**config.mk**
```make
export PLATFORM = sky130hd
export DESIGN_NAME = piso
export DESIGN_NICKNAME = d
export VERILOG_FILES = /design/src/rtl/piso.sv
export SDC_FILE = /design/constraint.sdc
export NUM_CORES = 1
export LEC_CHECK = 0
export ABC_AREA = 1
export CAP_MARGIN = 20
export CORE_MARGIN = 2
export CORE_UTILIZATION = 52
export DETAILED_ROUTE_END_ITERATION = 10
export PLACE_DENSITY = 0.85
export SLEW_MARGIN = 0
export SYNTH_ARGS = -nofsm -noshare
export SYNTH_HDL_FRONTEND = slang
export SYNTH_SLANG_ARGS = --single-unit
```
**constraint.sdc**
```tcl
create_clock -name clk -period 3.3 [get_ports clk]
set_clock_uncertainty 0.1 [all_clocks]
set_input_delay 0.825 -clock clk [delete_from_list [all_inputs] [get_ports clk]]
set_output_delay 0.825 -clock clk [all_outputs]
set_load 0.01 [all_outputs]
```
**src/rtl/piso.sv**
```systemverilog
// -----------------------------------------------------------------------------
// piso: parameterised parallel-in serial-out shift register.
//
// Captures a WIDTH-bit word on a load strobe and shifts it out one bit per
// clock. The first bit is on data_out in the cycle right after the load edge.
// valid and last frame each word for downstream logic.
//
// Parameters:
//   WIDTH     parallel word width in bits (>= 2)
//   MSB_FIRST 1: data_in[WIDTH-1] goes out first; 0: data_in[0] goes out first
//   FILL_BIT  value shifted into the vacated register position
//
// Ports:
//   load      parallel-load strobe, sampled on rising clk
//   clk       rising-edge clock
//   rst       asynchronous active-high reset
//   data_in   parallel word, captured when load=1
//   data_out  serial bit
//   valid     high while data_out carries a bit of the current word
//   last      high while data_out carries the final bit of the word
// -----------------------------------------------------------------------------
module piso #(
  parameter int   WIDTH     = 8,
  parameter bit   MSB_FIRST = 1'b1,
  parameter logic FILL_BIT  = 1'b0
) (
  input  logic             load,
  input  logic             clk,
  input  logic             rst,
  input  logic [WIDTH-1:0] data_in,
  output logic             data_out,
  output logic             valid,
  output logic             last
);

  localparam int CNT_W = $clog2(WIDTH + 1);

  logic [WIDTH-1:0] sr;
  logic [CNT_W-1:0] cnt;

  // Load wins over shifting, so a new word restarts the frame at once and a
  // held load keeps reloading the same first bit. With cnt at zero the
  // register simply holds.
  always_ff @(posedge clk or posedge rst) begin
    if (rst) begin
      // NOTE: sequential state is updated with non-blocking assignments so
      // every register sees the pre-edge values of the others.
      sr  <= '0;
      cnt <= '0;
    end else if (load) begin
      sr  <= data_in;
      cnt <= CNT_W'(WIDTH);
    end else if (cnt != '0) begin
      if (MSB_FIRST)
        sr <= {sr[WIDTH-2:0], FILL_BIT};
      else
        sr <= {FILL_BIT, sr[WIDTH-1:1]};
      cnt <= cnt - CNT_W'(1);
    end
  end

  // All outputs decode registered state only; load and data_in never reach
  // an output without passing through a flop.
  assign data_out = MSB_FIRST ? sr[WIDTH-1] : sr[0];
  assign valid    = (cnt != '0);
  assign last     = (cnt == CNT_W'(1));

endmodule

```
After elaboration in Yosys (flattened, before gate mapping):

Index checks and enable logic that the tools add are counted.

* add/subtract/negate cells: 1
* multiply operators: 0
* div/mod/pow operators: 0
* $lt $le $gt $ge: 0
* equal/unequal tests: 1
* shifts and indexed selects: 0
* muxes and demuxes: 4
* bitwise gates (word level): 0
* reduce and logical (&&, ||, !) cells: 2

Operators with widths (number)
* 8-bit 2-to-1 mux: 2
* 4-bit 2-to-1 mux: 2
* 4-bit by 1-bit == test with 1-bit output (second input constant): 1
* 4-bit nonzero test: 1
* 4-bit by 1-bit subtractor with 4-bit output (second input constant): 1
* 2-bit nonzero test: 1

* register bits: 12
* bits in latches: 0
* bits in writable memories: 0
* memory bits (read-only): 0
* input bits: 11
* output and inout bits: 3
* logic and storage cells: 10
* memories: 0

Logic depth before layout (Yosys ltp):

Gate-level depths: netlist (run 1).

* word-level depth: 3
* gate-level depth with buffers: 6
* gate-level depth less buffers: 6

Worst setup path before layout (run 1):

OpenSTA, ideal clock, no wires.

* kind: flip-flop to output port
* from: register cnt[0]
* to: output port valid
* arrival: 0.898 ns
* data required time: 2.375 ns
* path slack: 1.477 ns
* cell stages (with the launch flop): 4
* path buffers: 0
* path through: dfrtp_1 > inv_1 > ha_1 > nand2_2

* word-level cells in the longest chain between the ends: 1

RTL lines
* from (decl): line 39 `logic [CNT_W-1:0] cnt;`
* from (signal assigned): line 52 `cnt <= CNT_W'(WIDTH);`
* from (signal assigned): line 58 `cnt <= cnt - CNT_W'(1);`
* 4-bit nonzero test: line 65 `assign valid = (cnt != '0);`
* to (decl): line 32 `output logic valid,`

No other way between the ends.

Worst setup path in the final report (run 1):

Same ends and word-level chain as after synthesis.

==> summary.md, run 1 <==
| Metric | Value |
|---|---|
| Hold Buf Count CTS | `0` |
| Layout area overhead | `23.44%` |
| Final setup fails | `0` |
| Overall routing resource usage | `17.74%` |
| Delay-heaviest family, CP | `buffers and inverters` |
| Post-synthesis net count | `85` |
| DP HPWL | `roughly 870 um` |
| RR Startpoint | `cnt[0]$_DFFE_PP0P_` |
| Vias in the first global route | `427` |
| Die Wd | `between 40 and 50 um` |
| Register area share after synthesis | `between 40% and 50%` |
| Met3 global-route usage | `under 10%` |
| WL/cell | `roughly 11 um` |
| Worst-path cell chain | `inv_1 > ha_1 > nand2_2 > clkdlybuf4s50_1` |
| Leakage | `about 0.0004 uW` |
| Final period utilization | `between 80% and 90%` |
| Max IR drop VDD | `324.3 uV` |
| Setup crit start kind | `flop` |
| Layout net count | `around 100` |
| CP max stage delay | `between 0.5 and 0.6 ns` |
| Num rows | `13` |
| Final WL | `approximately 1.1 mm` |
| Hold EP | `sr[7]$_DFFE_PP0P_` |
| Max Buffers Root-to-Sink | `2` |
| Layout cells sized above 1 | `between 20% and 30%` |
| Relative slew slack | `between 60% and 70%` |
| Largest net degree at the start of global routing | `13` |
| Drt initial violations | `7` |
| Fin crit period | `between 2 and 3 ns` |
| Global Route met2 Usage | `27.82%` |
| Hold Path Depth | `2` |
| Max-Cap Viols | `0` |
| Final hold violations | `0` |
| Post-synthesis cell type count | `19` |
| Top Ports | `14` |
| Req. time, crit path | `about 2.4 ns` |
| Post-CTS setup buffer count | `0` |
| Reg2reg path depth | `5` |
| Initial core utilization | `between 50 and 60%` |
| TritonCTS clock tree | `built` |
| Slew Limit Fails | `0` |
| Post-route ant nets | `0` |
| Buffers on Ports | `13` |
| Vias | `521` |
| Setup_tns | `0 ns` |
| Post-Syn Instances | `72` |
| Reg-to-Reg End | `sr[1]$_DFFE_PP0P_` |
| Worst skew pair latency | `between 0.2 and 0.3 ns` |
| Crit path max-delay cell type | `clkdlybuf4s50_1` |
| Yosys warning total | `0` |
| P per Cell Area | `639.3 nW/um^2` |
| Hold Crit Class | `reg2reg` |
| CTS HTree Levels | `1` |
| RSZ-0062 raised after global routing | `no` |
| Slew @ Worst Pin | `about 0.47 ns` |
| Critical path data arrival time | `between 1.5 and 2 ns` |
| Clock buffer count from CTS | `3` |
| Met1 Use GR | `23.86%` |
| Clock sink count | `12` |
| First-pass GRT wire length | `1.828 mm` |
| Clock transition at path regs | `~0.070 ns` |
| N_diodes | `0` |
| Hold Startpoint | `sr[7]$_DFFE_PP0P_` |
| Post-CTS sizing | `0` |
| Status | `completed` |
| CP Max Fanout | `8` |
| GRT Residual Overflow | `0` |
| Placer Congestion | `approximately 0.75` |
| Via density | `between 5 and 6` |
| CP Class | `reg2out` |
| Buffers and inverters on the worst path | `2` |
| Root Driver | `clkbuf_4` |
| Initial antenna violation count | `0` |
| Critical Path Start | `cnt[0]$_DFFE_PP0P_` |
| Tot Pwr | `roughly 540 uW` |
| Core Area | `about 1300 sq um` |
| Synthesized area | `about 680 sq um` |
| Drt pass-1 iters | `4` |
| R2R setup slack | `1.96 ns` |
| Yosys reg bits | `12` |
| Synthesized area per cell | `9.488 sq um` |
| Busiest grt layer | `met2` |
| Die ar. | `1620 sq um` |
| Worst Setup End Kind | `output port` |
| DRC violations left | `0` |
| Die height | `between 40 and 50 um` |
| Fmax | `about 370 MHz` |
==> routing by layer <==
| layer | vias up | wire (um) |
|---|---|---|
| met2 | 13 | 577 |
| li1 | 260 | - |
| met3 | 5 | 46 |
| met4 | 0 | 23 |
| met5 | - | 0 |
| met1 | 243 | 469 |
==> cells in the mapped netlist (all sizes together) <==
library cell,count,area share [%]
nor3b,1,1.1
nand3,13,16
nand2,25,18
ha,2,3.7
xnor2,1,1.3
a21oi,1,0.73
nor2,5,3.8
inv,8,6.2
buf,1,1.6
dfrtp,12,44
o21ai,3,3.3
==> logic make-up (layout without fill, tap and decap cells) <==
logic type | count (synthesis) | count (layout) | share of synthesized area (%)
and+or+nand+nor | 44 | 44 | 39.19
DFF | 12 | 12 | 43.96
buffers and inverters | 9 | 24 | 7.875
AOI/OAI and AO/OA | 4 | 4 | 4.028
adders and majority gates | 2 | 2 | 3.662
xor gates and xnor gates | 1 | 1 | 1.282
==> power breakdown <==
group          internal, uW  switching [uW]
Clock                  42.2            45.3
Combinational           101             118
Sequential              189            43.8
Total                   332             207
==> cell type report <==
| type | count | area (sq um) |
|---|---|---|
| clock buffers | 3 | 22.52 |
| fillers | 100 | 425.4 |
| inverters | 8 | 42.54 |
| multi-input cells | 51 | 329.1 |
| flip-flops and latches | 12 | 300.3 |
| well taps | 15 | 18.77 |
| repair buffers | 13 | 130.1 |
==> registers in the layout, indices dropped and copies added (netlist names) <==
register,count
cnt,4
sr,8
==> cell usage in the layout, fill, tap and decap left out, drive strengths merged <==
| cell type | n |
|---|---|
| clkbuf | 3 |
| clkdlybuf4s50 | 13 |
| inv | 8 |
| nor3b | 1 |
| ha | 2 |
| nand3 | 13 |
| nand2 | 25 |
| dfrtp | 12 |
| nor2 | 5 |
| o21ai | 3 |
| a21oi | 1 |
| xnor2 | 1 |
==> per-stage QoR <==
stage               std cells  util (%)  instance area, sq um  hold slack [ns]  worst slack, ns
finish                    102     66.47                 843.3           0.3909           0.5843
floorplan                  72         -                 683.2           0.3625            1.477
global placement           99     64.69                 820.8           0.3661           0.8949
global route              102     66.47                 843.3           0.4117           0.5095
CTS                       102     66.47                 843.3           0.3955           0.5842
detailed placement         99     64.69                 820.8           0.3774           0.8798
==> worst max path at each step <==
stage	depth (start not counted)	to	slack [ns]
2_1_floorplan	3	valid	1.48
3_3_place_gp	4	valid	0.89
6_report	4	valid	0.58
4_1_cts	4	valid	0.58
3_5_place_dp	4	valid	0.88
5_1_grt	4	valid	0.51
==> worst min-delay path: cells and delay by family (launching register included) <==
family / cells / cell delay (ns)
DFF: 1 / 0.36
and+or+nand+nor: 2 / 0.10
Note: power is estimated with default switching activity, not from simulation.
==> run 2, diff against run 1 <==
--- a/config.mk
+++ b/config.mk
@@ -8,9 +8,9 @@
 export ABC_AREA = 1
 export CAP_MARGIN = 20
 export CORE_MARGIN = 2
-export CORE_UTILIZATION = 52
+export CORE_UTILIZATION = 48
 export DETAILED_ROUTE_END_ITERATION = 10
-export PLACE_DENSITY = 0.85
+export PLACE_DENSITY = 0.79
 export SLEW_MARGIN = 0
 export SYNTH_ARGS = -nofsm -noshare
 export SYNTH_HDL_FRONTEND = slang
==> constraint.sdc (replaced) <==
create_clock -name clk -period 2.6 [get_ports clk]
set_clock_uncertainty 0.1 [all_clocks]
set_input_delay 0.65 -clock clk [delete_from_list [all_inputs] [get_ports clk]]
set_output_delay 0.65 -clock clk [all_outputs]
set_load 0.01 [all_outputs]
==> summary.md, run 2 (synthesized netlist as in run 1, its figures left out) <==
| Metric | Value |
|---|---|
| Final WL | `between 1 and 1.5 mm` |
| Clock sink count | `12` |
| Initial antenna violation count | `0` |
| Tot Pwr | `just over 700 uW` |
| CP Class | `reg2out` |
| DRC violations left | `0` |
| CTS HTree Levels | `1` |
| First-pass GRT wire length | `~2.3 mm` |
| Commonest cells after routing, fill and taps aside | `nand2_1, clkdlybuf4s50_1, dfrtp_1` |
| Clock transition at path regs | `around 0.070 ns` |
| Largest net degree at the start of global routing | `13` |
| Overall routing resource usage | `between 15 and 20%` |
| Die Wd | `41.73 um` |
| RSZ-0062 raised after global routing | `no` |
| Die ar. | `~1700 sq um` |
| N_diodes | `0` |
| Via density | `just under 5` |
| Slew @ Worst Pin | `about 0.47 ns` |
| Core Area | `roughly 1300 sq um` |
| Fin crit period | `about 2.5 ns` |
| Clock buffer count from CTS | `3` |
| Final core utilization | `about two thirds` |
| Placer Congestion | `~0.72` |
| Req. time, crit path | `approximately 1.9 ns` |
| Layout cells sized above 1 | `31.82%` |
| TritonCTS clock tree | `built` |
| Leakage | `slightly above 0.0004 uW` |
| Post-route ant nets | `0` |
| Final period utilization | `96.47%` |
| Max reg flops | `8` |
| Setup crit start kind | `flop` |
| Post-CTS setup buffer count | `0` |
| Die height | `approximately 42 um` |
| Setup_tns | `0 ns` |
| Relative slew slack | `68.88%` |
| GRT Residual Overflow | `0` |
| Critical path data arrival time | `around 1.8 ns` |
| WL/cell | `approximately 11 um` |
| Drt pass-1 iters | `4` |
| Hold Crit Class | `reg2reg` |
| Top reg by flops | `sr` |
| Root Driver | `clkbuf_4` |
| Biggest regs | `sr x8, cnt x4` |
| Buffers on Ports | `13` |
| DP HPWL | `around 900 um` |
| Top Ports | `14` |
| Initial core utilization | `51.85%` |
| Most common cell after layout, fill and taps aside | `nand2_1` |
| Final setup fails | `0` |
| Max IR drop VDD | `approximately 530 uV` |
| Slew Limit Fails | `0` |
| Vias in the first global route | `a little over 500` |
| Max Buffers Root-to-Sink | `2` |
| Num rows | `13` |
| Worst skew pair latency | `0.27 ns` |
| Fmax | `around 400 MHz` |
| Layout area overhead | `25.64%` |
| Vias | `511` |
| Final hold violations | `0` |
| Drt initial violations | `10` |
| CP Max Fanout | `8` |
| Layout net count | `around 100` |
| Status | `completed` |
| Worst Setup End Kind | `output port` |
| Max-Cap Viols | `0` |
| P per Cell Area | `around 840 nW/um^2` |
## run 2: cell types whose count changed in the layout (fill, tap and decap cells not counted), sizes merged
cell / change
clkbuf: +1
## run 2: layout make-up
cell class                 count  area, sq um
fill                         111        459.2
clock buffer                   4        36.28
sequential                    12        301.5
timing repair buffer          13        130.1
tap                           15        18.77
multi-input combinational     51        329.1
inverter                       8        42.54
## run 2: path summary, 6_finish.rpt
path,startpoint,endpoint,slack (ns),cells past startpoint
min in group asynchronous,rst,sr[2]$_DFFE_PP0P_,0.59,2
max,cnt[0]$_DFFE_PP0P_,valid,0.09,4
min,sr[7]$_DFFE_PP0P_,sr[7]$_DFFE_PP0P_,0.38,2
max in group asynchronous,rst,cnt[0]$_DFFE_PP0P_,1.46,2
max reg2reg,cnt[0]$_DFFE_PP0P_,sr[3]$_DFFE_PP0P_,1.26,5
min reg2reg,sr[7]$_DFFE_PP0P_,sr[7]$_DFFE_PP0P_,0.38,2
## run 2: worst max-delay path: stages, from the launching register on
cell	delay, ns
dfrtp_2	0.42
inv_1	0.05
ha_1	0.26
nand2_2	0.19
clkdlybuf4s50_1	0.57
## run 2: repair_timing
item | 4_1_cts | 5_1_grt
resized for setup | 0 | 1
setup endpoints to repair | 0 | 1
hold buffers | 0 | 0
## run 2: report_power, final
part           internal, uW  switching, uW
combinational           128            150
clock                  85.0           62.7
sequential              241           56.4
## run 2: layer usage
metal | routed length (um) | vias to the layer above | global-route usage, %
li1 | - | 261 | -
met1 | 565 | 241 | 22.87
met2 | 563 | 7 | 25.31
met3 | 35 | 2 | 2.609
met4 | 12 | 0 | 9.677
met5 | 0 | - | 0
## run 2: metrics by stage
stage                     setup WS (ns)  area (sq um)  hold WS [ns]  cells
after detailed placement         0.3384         820.8        0.3689     99
after floorplan                  0.9522         683.2        0.3625     72
after CTS                       0.03801         857.1        0.3888    103
final                           0.09174         858.3        0.3837    103
after global placement           0.3713         820.8        0.3665     99
after global routing            0.01921         858.3        0.4252    103
